$ cat src/rtl/uart_pkg.sv
// Shared definitions for the UART transmit engine.
//   uart_tx_state_t  : transmit FSM state encoding
//   CSR_*            : bit positions inside the UART control/status word
//   UART_DEFAULT_DIV : clocks per bit when the CSR divisor field is zero
//   uart_eff_div()   : resolves the divisor actually used for a frame
package uart_pkg;

    typedef enum logic [1:0] {
        ST_IDLE  = 2'd0,
        ST_START = 2'd1,
        ST_DATA  = 2'd2,
        ST_STOP  = 2'd3
    } uart_tx_state_t;

    localparam int CSR_TX_GO   = 0;
    localparam int CSR_OVR_CLR = 1;
    localparam int CSR_DIV_LSB = 16;

    localparam logic [15:0] UART_DEFAULT_DIV = 16'd868;

    // A zero CSR field selects the default. Anything below 2 becomes 2,
    // so the bit counter always has at least two distinct counts.
    function automatic logic [15:0] uart_eff_div(input logic [15:0] csr_field,
                                                 input logic [15:0] dflt);
        logic [15:0] d;
        d = (csr_field != 16'd0) ? csr_field : dflt;
        if (d < 16'd2) begin
            d = 16'd2;
        end
        return d;
    endfunction

endpackage

$ cat src/rtl/uart_baud_counter.sv
// Bit-time counter for the UART transmitter.
// Ports:
//   clk, rst_n   : system clock, async active-low reset
//   load_i       : frame start; latch div_i and restart the count at 0
//   div_i [15:0] : clocks per bit for the frame being started (already >= 2)
//   run_i        : count while a frame is in flight
//   bit_tick_o   : high on the last clock of every bit
module uart_baud_counter
    import uart_pkg::*;
(
    input  logic        clk,
    input  logic        rst_n,
    input  logic        load_i,
    input  logic [15:0] div_i,
    input  logic        run_i,
    output logic        bit_tick_o
);

    logic [15:0] cnt_q, cnt_d;
    logic [15:0] div_q, div_d;
    logic        last_cnt;

    assign last_cnt   = (cnt_q == (div_q - 16'd1));
    // Not gated by load_i: the stop-bit tick is what triggers a reload for
    // a back-to-back frame, so both are high on that cycle.
    assign bit_tick_o = run_i & last_cnt;

    always_comb begin
        cnt_d = cnt_q;
        div_d = div_q;
        if (load_i) begin
            div_d = div_i;
            cnt_d = 16'd0;
        end else if (run_i) begin
            cnt_d = last_cnt ? 16'd0 : (cnt_q + 16'd1);
        end
    end

    always_ff @(posedge clk or negedge rst_n) begin
        if (!rst_n) begin
            cnt_q <= 16'd0;
            div_q <= 16'd0;
        end else begin
            cnt_q <= cnt_d;
            div_q <= div_d;
        end
    end

endmodule

$ cat src/rtl/uart_tx_engine.sv
// 8N1 serial transmitter fed from the memory-mapped UART registers.
// Software writes the byte to the IO word, then raises the CSR go bit; each
// rising edge of go is one send request. One extra byte can wait in a hold
// slot while a frame is on the wire; a further request is dropped and flagged.
// Ports:
//   clk, rst_n            : system clock, async active-low reset
//   io_uart_io_reg [31:0] : [7:0] byte to send
//   io_uart_csr_reg[31:0] : [0] go, [1] overrun clear, [31:16] divisor (0 = default)
//   tx                    : serial line, idle high
//   tx_busy               : frame in flight or byte pending
//   tx_done               : one-cycle pulse in the last cycle of each stop bit
//   tx_overrun            : sticky, request lost because the hold slot was full
//
// state    | meaning
// ---------+-----------------------------------------------
// ST_IDLE  | line idle, waiting for a request
// ST_START | driving the start bit (0)
// ST_DATA  | shifting out 8 data bits, LSB first
// ST_STOP  | driving the stop bit (1); may chain into START
//
// Every output is registered from the current state, so the line lags the
// FSM by exactly one clock; tx_done is aligned with that lagged stop bit.
module uart_tx_engine
    import uart_pkg::*;
#(
    parameter logic [15:0] CLKS_PER_BIT = UART_DEFAULT_DIV
) (
    input  logic        clk,
    input  logic        rst_n,
    input  logic [31:0] io_uart_io_reg,
    input  logic [31:0] io_uart_csr_reg,
    output logic        tx,
    output logic        tx_busy,
    output logic        tx_done,
    output logic        tx_overrun
);

    uart_tx_state_t state_q, state_d;
    logic           go_q;
    logic [7:0]     shift_q, shift_d;
    logic [2:0]     bit_idx_q, bit_idx_d;
    logic [7:0]     hold_q, hold_d;
    logic           hold_valid_q, hold_valid_d;
    logic           ovr_q, ovr_d;
    logic           tx_q, tx_d;
    logic           busy_q, busy_d;
    logic           done_q, done_d;

    logic           req;
    logic           ovr_set;
    logic           start_frame;
    logic           stop_done;
    logic           bit_tick;
    logic [7:0]     req_byte;
    logic [15:0]    frame_div;
    logic           unused_bits;

    assign req       = io_uart_csr_reg[CSR_TX_GO] & ~go_q;
    assign req_byte  = io_uart_io_reg[7:0];
    assign frame_div = uart_eff_div(io_uart_csr_reg[31:CSR_DIV_LSB], CLKS_PER_BIT);
    assign stop_done = (state_q == ST_STOP) & bit_tick;

    assign unused_bits = ^{io_uart_io_reg[31:8], io_uart_csr_reg[CSR_DIV_LSB-1:2]};

    uart_baud_counter u_baud (
        .clk        (clk),
        .rst_n      (rst_n),
        .load_i     (start_frame),
        .div_i      (frame_div),
        .run_i      (state_q != ST_IDLE),
        .bit_tick_o (bit_tick)
    );

    always_comb begin
        state_d      = state_q;
        shift_d      = shift_q;
        bit_idx_d    = bit_idx_q;
        hold_d       = hold_q;
        hold_valid_d = hold_valid_q;
        start_frame  = 1'b0;
        ovr_set      = 1'b0;

        case (state_q)
            ST_IDLE: begin
                if (req) begin
                    state_d     = ST_START;
                    shift_d     = req_byte;
                    start_frame = 1'b1;
                end
            end
            ST_START: begin
                if (bit_tick) begin
                    state_d   = ST_DATA;
                    bit_idx_d = 3'd0;
                end
            end
            ST_DATA: begin
                if (bit_tick) begin
                    shift_d = {1'b0, shift_q[7:1]};
                    if (bit_idx_q == 3'd7) begin
                        state_d = ST_STOP;
                    end else begin
                        bit_idx_d = bit_idx_q + 3'd1;
                    end
                end
            end
            ST_STOP: begin
                if (bit_tick) begin
                    if (hold_valid_q) begin
                        state_d      = ST_START;
                        shift_d      = hold_q;
                        hold_valid_d = 1'b0;
                        start_frame  = 1'b1;
                        // The slot empties on this edge, so a simultaneous
                        // request refills it instead of overrunning.
                        if (req) begin
                            hold_d       = req_byte;
                            hold_valid_d = 1'b1;
                        end
                    end else if (req) begin
                        state_d     = ST_START;
                        shift_d     = req_byte;
                        start_frame = 1'b1;
                    end else begin
                        state_d = ST_IDLE;
                    end
                end
            end
            default: begin
                state_d = ST_IDLE;
            end
        endcase

        if (req && (state_q != ST_IDLE) && !stop_done) begin
            if (hold_valid_q) begin
                ovr_set = 1'b1;
            end else begin
                hold_d       = req_byte;
                hold_valid_d = 1'b1;
            end
        end
    end

    always_comb begin
        ovr_d = ovr_q;
        if (ovr_set) begin
            ovr_d = 1'b1;
        end else if (io_uart_csr_reg[CSR_OVR_CLR]) begin
            ovr_d = 1'b0;
        end

        tx_d = 1'b1;
        case (state_q)
            ST_START: tx_d = 1'b0;
            ST_DATA:  tx_d = shift_q[0];
            default:  tx_d = 1'b1;
        endcase

        busy_d = (state_q != ST_IDLE) | hold_valid_q;
        done_d = stop_done;
    end

    always_ff @(posedge clk or negedge rst_n) begin
        if (!rst_n) begin
            state_q      <= ST_IDLE;
            go_q         <= 1'b1;
            shift_q      <= 8'd0;
            bit_idx_q    <= 3'd0;
            hold_q       <= 8'd0;
            hold_valid_q <= 1'b0;
            ovr_q        <= 1'b0;
            tx_q         <= 1'b1;
            busy_q       <= 1'b0;
            done_q       <= 1'b0;
        end else begin
            state_q      <= state_d;
            go_q         <= io_uart_csr_reg[CSR_TX_GO];
            shift_q      <= shift_d;
            bit_idx_q    <= bit_idx_d;
            hold_q       <= hold_d;
            hold_valid_q <= hold_valid_d;
            ovr_q        <= ovr_d;
            tx_q         <= tx_d;
            busy_q       <= busy_d;
            done_q       <= done_d;
        end
    end

    assign tx         = tx_q;
    assign tx_busy    = busy_q;
    assign tx_done    = done_q;
    assign tx_overrun = ovr_q;

endmodule

$ cat config.mk
export PLATFORM = sky130hd
export DESIGN_NAME = uart_tx_engine
export DESIGN_NICKNAME = d
export VERILOG_FILES = /design/src/rtl/uart_pkg.sv /design/src/rtl/uart_baud_counter.sv /design/src/rtl/uart_tx_engine.sv
export SDC_FILE = /design/constraint.sdc
export NUM_CORES = 1
export LEC_CHECK = 0
export BUFFER_PORTS_ARGS = -buffer_cell sky130_fd_sc_hd__buf_2
export CAP_MARGIN = 20
export CORE_AREA = 5 5 114 89
export CTS_BUF_LIST = sky130_fd_sc_hd__clkbuf_4 sky130_fd_sc_hd__clkbuf_8
export CTS_CLUSTER_DIAMETER = 150
export CTS_CLUSTER_SIZE = 30
export DETAILED_ROUTE_END_ITERATION = 8
export DIE_AREA = 0 0 119 94
export SETUP_SLACK_MARGIN = 0.15
export SKIP_LAST_GASP = 1
export SYNTH_ARGS = -nofsm -noshare
export SYNTH_HDL_FRONTEND = slang
export SYNTH_SLANG_ARGS = --single-unit
$ cat constraint.sdc
create_clock -name clk -period 2.9 [get_ports clk]
set_clock_uncertainty 0.05 [all_clocks]
set_input_delay 0.58 -clock clk [delete_from_list [all_inputs] [get_ports clk]]
set_output_delay 0.58 -clock clk [all_outputs]
set_load 0.03 [all_outputs]
# Yosys cells after proc, flatten, opt, wreduce, memory -nomap -nowiden
# Index checks and enable logic that the tools add are counted.
# word_totals
word_cells,87
in_bits,66
out_inout_bits,4
regBits,59
# classes
reduce_logical,13
eq_ne,11
muxes,42
bitwise,5
order_cmp,1
n_addsub,3
# ops
cell,count
$mux W16,5
$mux W8,10
$pmux W8 S3,1
$add A16 B1 Y16 const B,1
$eq A16 B16 Y1,1
$lt A16 B2 Y1 const B,1
$reduce_bool A16 Y1,1
$sub A16 B1 Y16 const B,1
$mux W1,14
$ne A2 B2 Y1 const B,6
$mux W2,5
$mux W3,3
$pmux W2 S4,1
$reduce_bool A2 Y1,4
$pmux W3 S2,1
$reduce_and A5 Y1,1
$eq A2 B2 Y1 const B,2
$pmux W1 S2,2
$reduce_and A4 Y1,1
$add A3 B1 Y3 const B,1
$and A1 B1 Y1,3
$eq A3 B3 Y1 const B,1
$reduce_and A3 Y1,1
$reduce_bool A3 Y1,1
other kinds (6),7

# Logic depth before layout (Yosys ltp)
# Gate-level depths: netlist of the first run.
# depth
ltp_word,8
ltp_mapped,12
depth_no_buf,10

# Modules after synthesis
# A second synthesis of the first run with hierarchy kept.
# unflattened
cells_unflattened,339
hier_area_um2,3510.9
# by_module_without_submodules
module,cells_per_inst,area_each_um2,seq_area_each_um2,n_inst
uart_baud_counter,213,2102.0,800.8,1
uart_tx_engine,126,1408.9,678.2,1

# Worst setup path before layout of the first run
# OpenSTA, ideal clock, no wires.
# synth_timing
kind,reg-to-reg
startpoint,register u_baud.div_q[6]
endpoint,register u_baud.div_q[14]
path_slack_ns,-0.067
path_buffers,3
required_time_ns,2.723
synth_period_minus_slack_ns,2.967
setup_time_ns,0.127
path_stages_with_launch,12
t_arrival_ns,2.790
cell_sequence,dfrtp_1 buf_6 or4_4 nor3_4 nand4_1 and3_1 a2111o_1 nor3_4 o21a_1 buf_4 buf_8 mux2_1
# synth_via
elab_chain_len,5
# synth_rtl
item,line,rtl
start: declaration,uart_baud_counter.sv:20,"logic [15:0] div_q, div_d;"
start signal: assignment,uart_baud_counter.sv:45,div_q <= div_d;
$sub A16 B1 Y16,uart_baud_counter.sv:23,assign last_cnt = (cnt_q == (div_q - 16'd1));
$eq A16 B16 Y1,uart_baud_counter.sv:23,
$and A1 B1 Y1,uart_baud_counter.sv:26,assign bit_tick_o = run_i & last_cnt;
$mux W1,uart_tx_engine.sv:108,if (bit_tick) begin
$pmux W1 S2,uart_tx_engine.sv:83,case (state_q)
# Every way passes these cells.
# A chain may end at the register's enable or synchronous reset.

# Worst setup path in the final report of the first run
# layout_timing
startpoint,register u_baud.div_q[6]
endpoint,register u_baud.div_q[7]
# Same word-level chain as after synthesis.

==> flow_summary.toml, run 1 <==
[outcome]
status = "finished with violations"
violations = "negative setup slack"

[synth]
netlist_area_sq_um = 3480
synthCells = 340
netlist_top_cells_count = "57 x dfrtp_1, 32 x nor2_1, 24 x nand2_1, 16 x xor2_1, 13 x xnor2_1"
yosys.area.top_type = "dfrtp_1"
synth.most_common_cell = "dfrtp_1"
ys_ff_latch = 59
synthDistinctLibCells = 65
synth.net_count = 414
postSynthAreaPerCell_sq_um = 10.2
yosysTopAreaCellShare = 0.410
ys_top_cells_by_area = "dfrtp_1 41%, xor2_1 4.0%, mux2_1 3.9%, nor2_1 3.5%, xnor2_1 3.3%"
ys.flop_type = "dfrtp_1"
async_flop_share = 1.00
synth_seq_area_share = 0.425
synth_edf_count = 0
yosys_warnings = 0

[global_route]
grt_pass1_wl_mm = 14.6
grt_max_degree = 27
first_global_vias = 2945
antenna_found_initial = 0
overflow = 0
grt_usage = 0.165

[power]
irDropWorstVdd_v = 0.000299
powerDensity_nw_per_um2 = 991
leakagePower_nw = 2.00

[clock_tree]
cts_buffer_depth = 2
cts_sinks = 59
root_buffer = "clkbuf_8"
h-tree-depth = 3
path_clk_slew_ns = 0.07
numCtsBuffers = 9
cts_tree = "built"
clk_latency_ns = 0.35

[floorplan]
dieWidth_microns = 119
fp.dieH_microns = 94
core-area_sq_um = 8860
num_rows = 30
start_util = 0.392
dieArea_sq_um = 11200
io_pins = 70

[sta]
setup_viol = 25
slew_headroom = 0.635
hold_violations = 0
worstMarginPinSlew_ns = 0.547
fin_crit_ns = 3.02
drv_slew = 0
min_period_over_period = 1.04
rsz0062_at_grt = "true"
fmax_ghz = 0.332
setup_tns_ns = -1.65
layout_setup_ws_ns = -0.115

[detailed_routing]
wirelength_mm = 8.87
antenna_left = 0
drc = 0
routed_via_density = 5.40
vias = 2945
drtIter0Drc = 132
firstDrtPassIters = 5
wire_per_inst_microns = 16.3

[critical_path]
reg2reg_depth = 9
crit_arrival_ns = 3.21
worstPathRequired_ns = 3.09
cp_slowest_cell = "or4_4"
critPathLaunchType = "flip-flop"
slowest_delay_ns = 0.57
r2r_start = "u_baud.div_q[6]"
path_class = "flip-flop to flip-flop"
cpMostUsedCell = "nor3_4"
r2r_slack_ns = -0.12
reg2reg_to = "u_baud.div_q[7]"
path_cells = "or4_4 -> nor3_4 -> and4b_1 -> o211ai_1 -> a2111o_1 -> nor3_4 -> o21a_1 -> buf_12 -> mux2_2"
critPathMaxFanout = 14
end_kind = "flip-flop"

[hold_path]
worstHoldPathType = "input pin to asynchronous set/reset pin"

[finish]
antenna_cells = 0
drive_above_1_share = 0.356
multi_input_area_sq_um = 2070
final-seq-area_sq_um = 1480
area_delta_synth_final_pct = 33.0
final_area_sq_um = 4620
fillCellCount = 824
utilization = 0.522
nNetsFinal = 502

[placed_design]
hpwl_mm = 6.39
port_buffers = 31
pre_cts_slack_ns = -0.358
dpl-instance-area_sq_um = 4110
place.gp.congestion = 0.841

[flow_run]
drv_cap = 0
==> critical path: cells and delay by family, from the launching register on <==
kind	cells	cell delay, ns
simple gates	4	1.13
compound gates	3	0.80
flops	1	0.41
mux	1	0.34
buf+inv	1	0.16
==> worst max path at each step <==
| stage | endpoint | startpoint |
|---|---|---|
| 6_report | u_baud.div_q[7] | u_baud.div_q[6] |
| 5_1_grt | u_baud.div_q[7] | u_baud.div_q[0] |
| 4_1_cts | u_baud.div_q[7] | u_baud.div_q[6] |
| 3_5_place_dp | hold_q[7] | u_baud.div_q[0] |
| 3_3_place_gp | hold_q[3] | u_baud.div_q[0] |
| 2_1_floorplan | u_baud.div_q[14] | u_baud.div_q[6] |
==> final cells by class <==
type / count / area share
inverters: 11 / 0.00893
flip-flops and latches: 59 / 0.321
multi-input cells: 257 / 0.448
clock buffers: 9 / 0.0268
clock inverters: 7 / 0.0271
well taps: 112 / 0.0303
repair buffers: 90 / 0.138
==> report_power, final <==
group	leakage, nW	switching (mW)	internal [mW]
Sequential	0.712	0.259	1.09
Combinational	1.16	1.15	1.13
Clock	0.124	0.371	0.578
Total	2.00	1.78	2.80
==> sequential cells by signal, indices dropped and copies added (netlist names) <==
| signal | cells |
|---|---|
| shift_q | 8 |
| go_q | 1 |
| hold_valid_q | 1 |
| u_baud.div_q | 16 |
| bit_idx_q | 3 |
| tx | 1 |
| tx_overrun | 1 |
| hold_q | 8 |
| tx_done | 1 |
| u_baud.cnt_q | 16 |
| tx_busy | 1 |
| state_q | 2 |
==> cell families after synthesis <==
group,Yosys count,share of synthesized area
AND/OR/NAND/NOR,132,0.214
flip-flops,59,0.425
multiplexers,24,0.0763
AO/OA/AOI/OAI,64,0.149
buffers and inverters,24,0.0335
adder cells (fa/ha/maj),8,0.0288
XOR/XNOR,29,0.0731
==> cell usage in the layout, fill, tap and decap left out, types with 3 or more instances in the layout <==
cell	n
buf_4	55
dfrtp_1	54
nor2_1	31
buf_2	31
nand2_1	24
xor2_1	16
xnor2_1	13
mux2_1	12
inv_1	10
nor3_1	10
clkbuf_8	9
mux2_2	8
o2bb2ai_1	8
nand2b_1	7
a21oi_1	7
a222oi_1	7
ha_1	7
nand4_1	6
nor2b_1	6
and3_1	6
o22a_1	5
mux2i_1	4
nor4_2	4
nor3_4	4
nor4_1	4
o211ai_1	3
nand3_1	3
nand4b_1	3
o31ai_1	3
bufinv_16	3
clkinv_4	3
buf_12	3
dfrtp_2	3
==> metal layers <==
layer  GRT usage  part of all wire
met2       0.244              0.45
met1       0.230              0.49
met3      0.0379             0.037
met5           0                 0
met4      0.0694             0.021
==> stage by stage <==
stage,hold slack (ns),std cells,power (mW)
finish,0.0494,545,4.58
detailed placement,0.427,520,3.34
global placement,0.424,520,3.29
CTS,0.0313,543,4.51
global route,0.0659,545,4.87
floorplan,0.234,340,2.60
==> repair_timing <==
action,in CTS,in global routing
pin swaps,8,2
endpoints found under the setup margin,52,56
hold buffers,0,0
gates resized for setup,28,14
setup buffers,7,2
Note: power is estimated with default switching activity, not from simulation.
==> inputs of run 2 (changes only) <==
Settings changed: CORE_AREA 5 5 114 89 to 5 5 122 95, DIE_AREA 0 0 119 94 to 0 0 127 100.
==> run 2 against run 1 <==
  * The run still ends with negative setup slack left
  * Cell count grew 4.2%
  * Hold slack gained 0.18 ns
  * Register-to-register slack is essentially flat
  * Non-clock buffer count shrank 1
  * Sequential power grew 3%
  * Final area grew 8.8%
  * Global-route usage shrank 1.6 points
  * Critical endpoint is now state_q[1]
  * Largest power group unchanged
==> flow_summary.toml, run 2 (synthesis gave the netlist of run 1 again) <==
[outcome]
status = "finished with violations"
violations = "negative setup slack"

[clock_tree]
path_clk_slew_ns = 0.07
cts_buffer_depth = 2
h-tree-depth = 3
clk_latency_ns = 0.35
cts_sinks = 59
numCtsBuffers = 9
root_buffer = "clkbuf_8"
cts_tree = "built"
ctsHoldBuffers = 0

[finish]
drive_above_1_share = 0.458
layout_common_cells = "54 x dfrtp_1, 45 x buf_4, 31 x buf_2"
fillCellCount = 941
reg_top3 = "u_baud.cnt_q: 16 flops, u_baud.div_q: 16 flops"
final-seq-area_sq_um = 1480
nNetsFinal = 501
multi_input_area_sq_um = 2410
antenna_cells = 0
area_delta_synth_final_pct = 44.8
layout_commonest_cell = "dfrtp_1"

[hold_path]
worstHoldPathType = "input pin to asynchronous set/reset pin"

[detailed_routing]
firstDrtPassIters = 4
antenna_left = 0
wirelength_mm = 9.31
routed_via_density = 5.25
drtIter0Drc = 139
drc = 0
wire_per_inst_microns = 16.4
vias = 2980

[power]
p_sw_mw = 1.96
p_clk_frac = 0.166
seqPwrFrac = 0.279
irDropWorstVdd_v = 0.000398
powerDensity_nw_per_um2 = 987
pwr-share-comb = 0.555
p_int_mw = 3.00
swShare = 0.396
total_power_mw = 4.97
leakagePower_nw = 2.10

[floorplan]
start_util = 0.342
num_rows = 32
dieArea_sq_um = 12700
dieWidth_microns = 127
fp.dieH_microns = 100
io_pins = 70
core-area_sq_um = 10200

[global_route]
grt_pass1_wl_mm = 15.2
grt_usage = 0.148
grt_max_degree = 32
antenna_found_initial = 0
overflow = 0
first_global_vias = 3066

[critical_path]
path_class = "flip-flop to flip-flop"
critPathLaunchType = "flip-flop"
worstPathRequired_ns = 3.08
r2r_slack_ns = -0.10
critPathMaxFanout = 5
crit_arrival_ns = 3.18
r2r_start = "u_baud.div_q[0]"
reg2reg_to = "state_q[1]"
end_kind = "flip-flop"
reg2reg_depth = 10

[sta]
setup_viol = 31
slew_headroom = 0.526
rsz0062_at_grt = "true"
layout_setup_ws_ns = -0.102
fin_crit_ns = 3.00
drv_slew = 0
hold_violations = 0
min_period_over_period = 1.04
hold_slack_ns = 0.232
setup_tns_ns = -1.76
fmax_ghz = 0.333
worstMarginPinSlew_ns = 0.711

[flow_run]
drv_cap = 0

[placed_design]
port_buffers = 31
hpwl_mm = 6.31
place.gp.congestion = 0.840
## run 2: worst max-delay path by stage
stage / start / to / slack, ns / cells past startpoint
after floorplan: u_baud.div_q[6] / u_baud.div_q[14] / -0.06 / 11
after global placement: u_baud.div_q[0] / u_baud.div_q[2] / -0.15 / 13
after detailed placement: u_baud.div_q[0] / u_baud.div_q[9] / -0.21 / 13
after CTS: u_baud.div_q[9] / u_baud.div_q[14] / -0.13 / 9
after global routing: u_baud.div_q[0] / state_q[1] / -0.20 / 13
final: u_baud.div_q[0] / state_q[1] / -0.10 / 10
## run 2: repair_timing
action / 4_1_cts / 5_1_grt
pin swaps: 17 / 41
gates cloned: 2 / 0
setup endpoints to repair: 51 / 55
setup buffers: 10 / 4
gates resized for setup: 44 / 78
## run 2: cell type report
type,count,area share
multi-input combinational,257,0.480
sequential,59,0.295
timing repair buffer,89,0.140
tap,136,0.0338
clock buffer,9,0.0246
clock inverter,7,0.0184
inverter,11,0.00820
## run 2: stage by stage
stage | cell area (sq um) | util | worst slack, ns | instances
4_1_cts | 4630 | 0.455 | -0.125 | 564
5_1_grt | 5030 | 0.495 | -0.196 | 568
6_report | 5030 | 0.495 | -0.102 | 568
2_1_floorplan | 3480 | - | -0.0551 | 340
3_5_place_dp | 4090 | 0.402 | -0.206 | 536
3_3_place_gp | 4090 | 0.402 | -0.152 | 536
## run 2: per-layer routing
layer,vias up,GRT usage,wire (microns)
met3,15,0.0277,325
met1,1481,0.215,4660
met5,-,0,0
li1,1434,-,-
met4,0,0.0445,130
met2,50,0.225,4190
## run 2: critical path, stage by stage, from the launching register on
cell and delay [ns]:
dfrtp_2 0.45, or3_4 0.45, nor3_4 0.26, and4b_1 0.24
o211ai_1 0.15, a2111o_1 0.46, buf_6 0.14, buf_6 0.11
nor4_4 0.23, nor2_2 0.08, mux2_2 0.27
## run 2: power groups by stage
stage,sequential (mW),clock (mW),combinational (mW)
floorplan,1.33,0,1.27
detailed placement,1.36,0,1.93
global route,1.42,0.888,2.98
finish,1.39,0.824,2.76
global placement,1.35,0,1.90
CTS,1.35,0.845,2.33
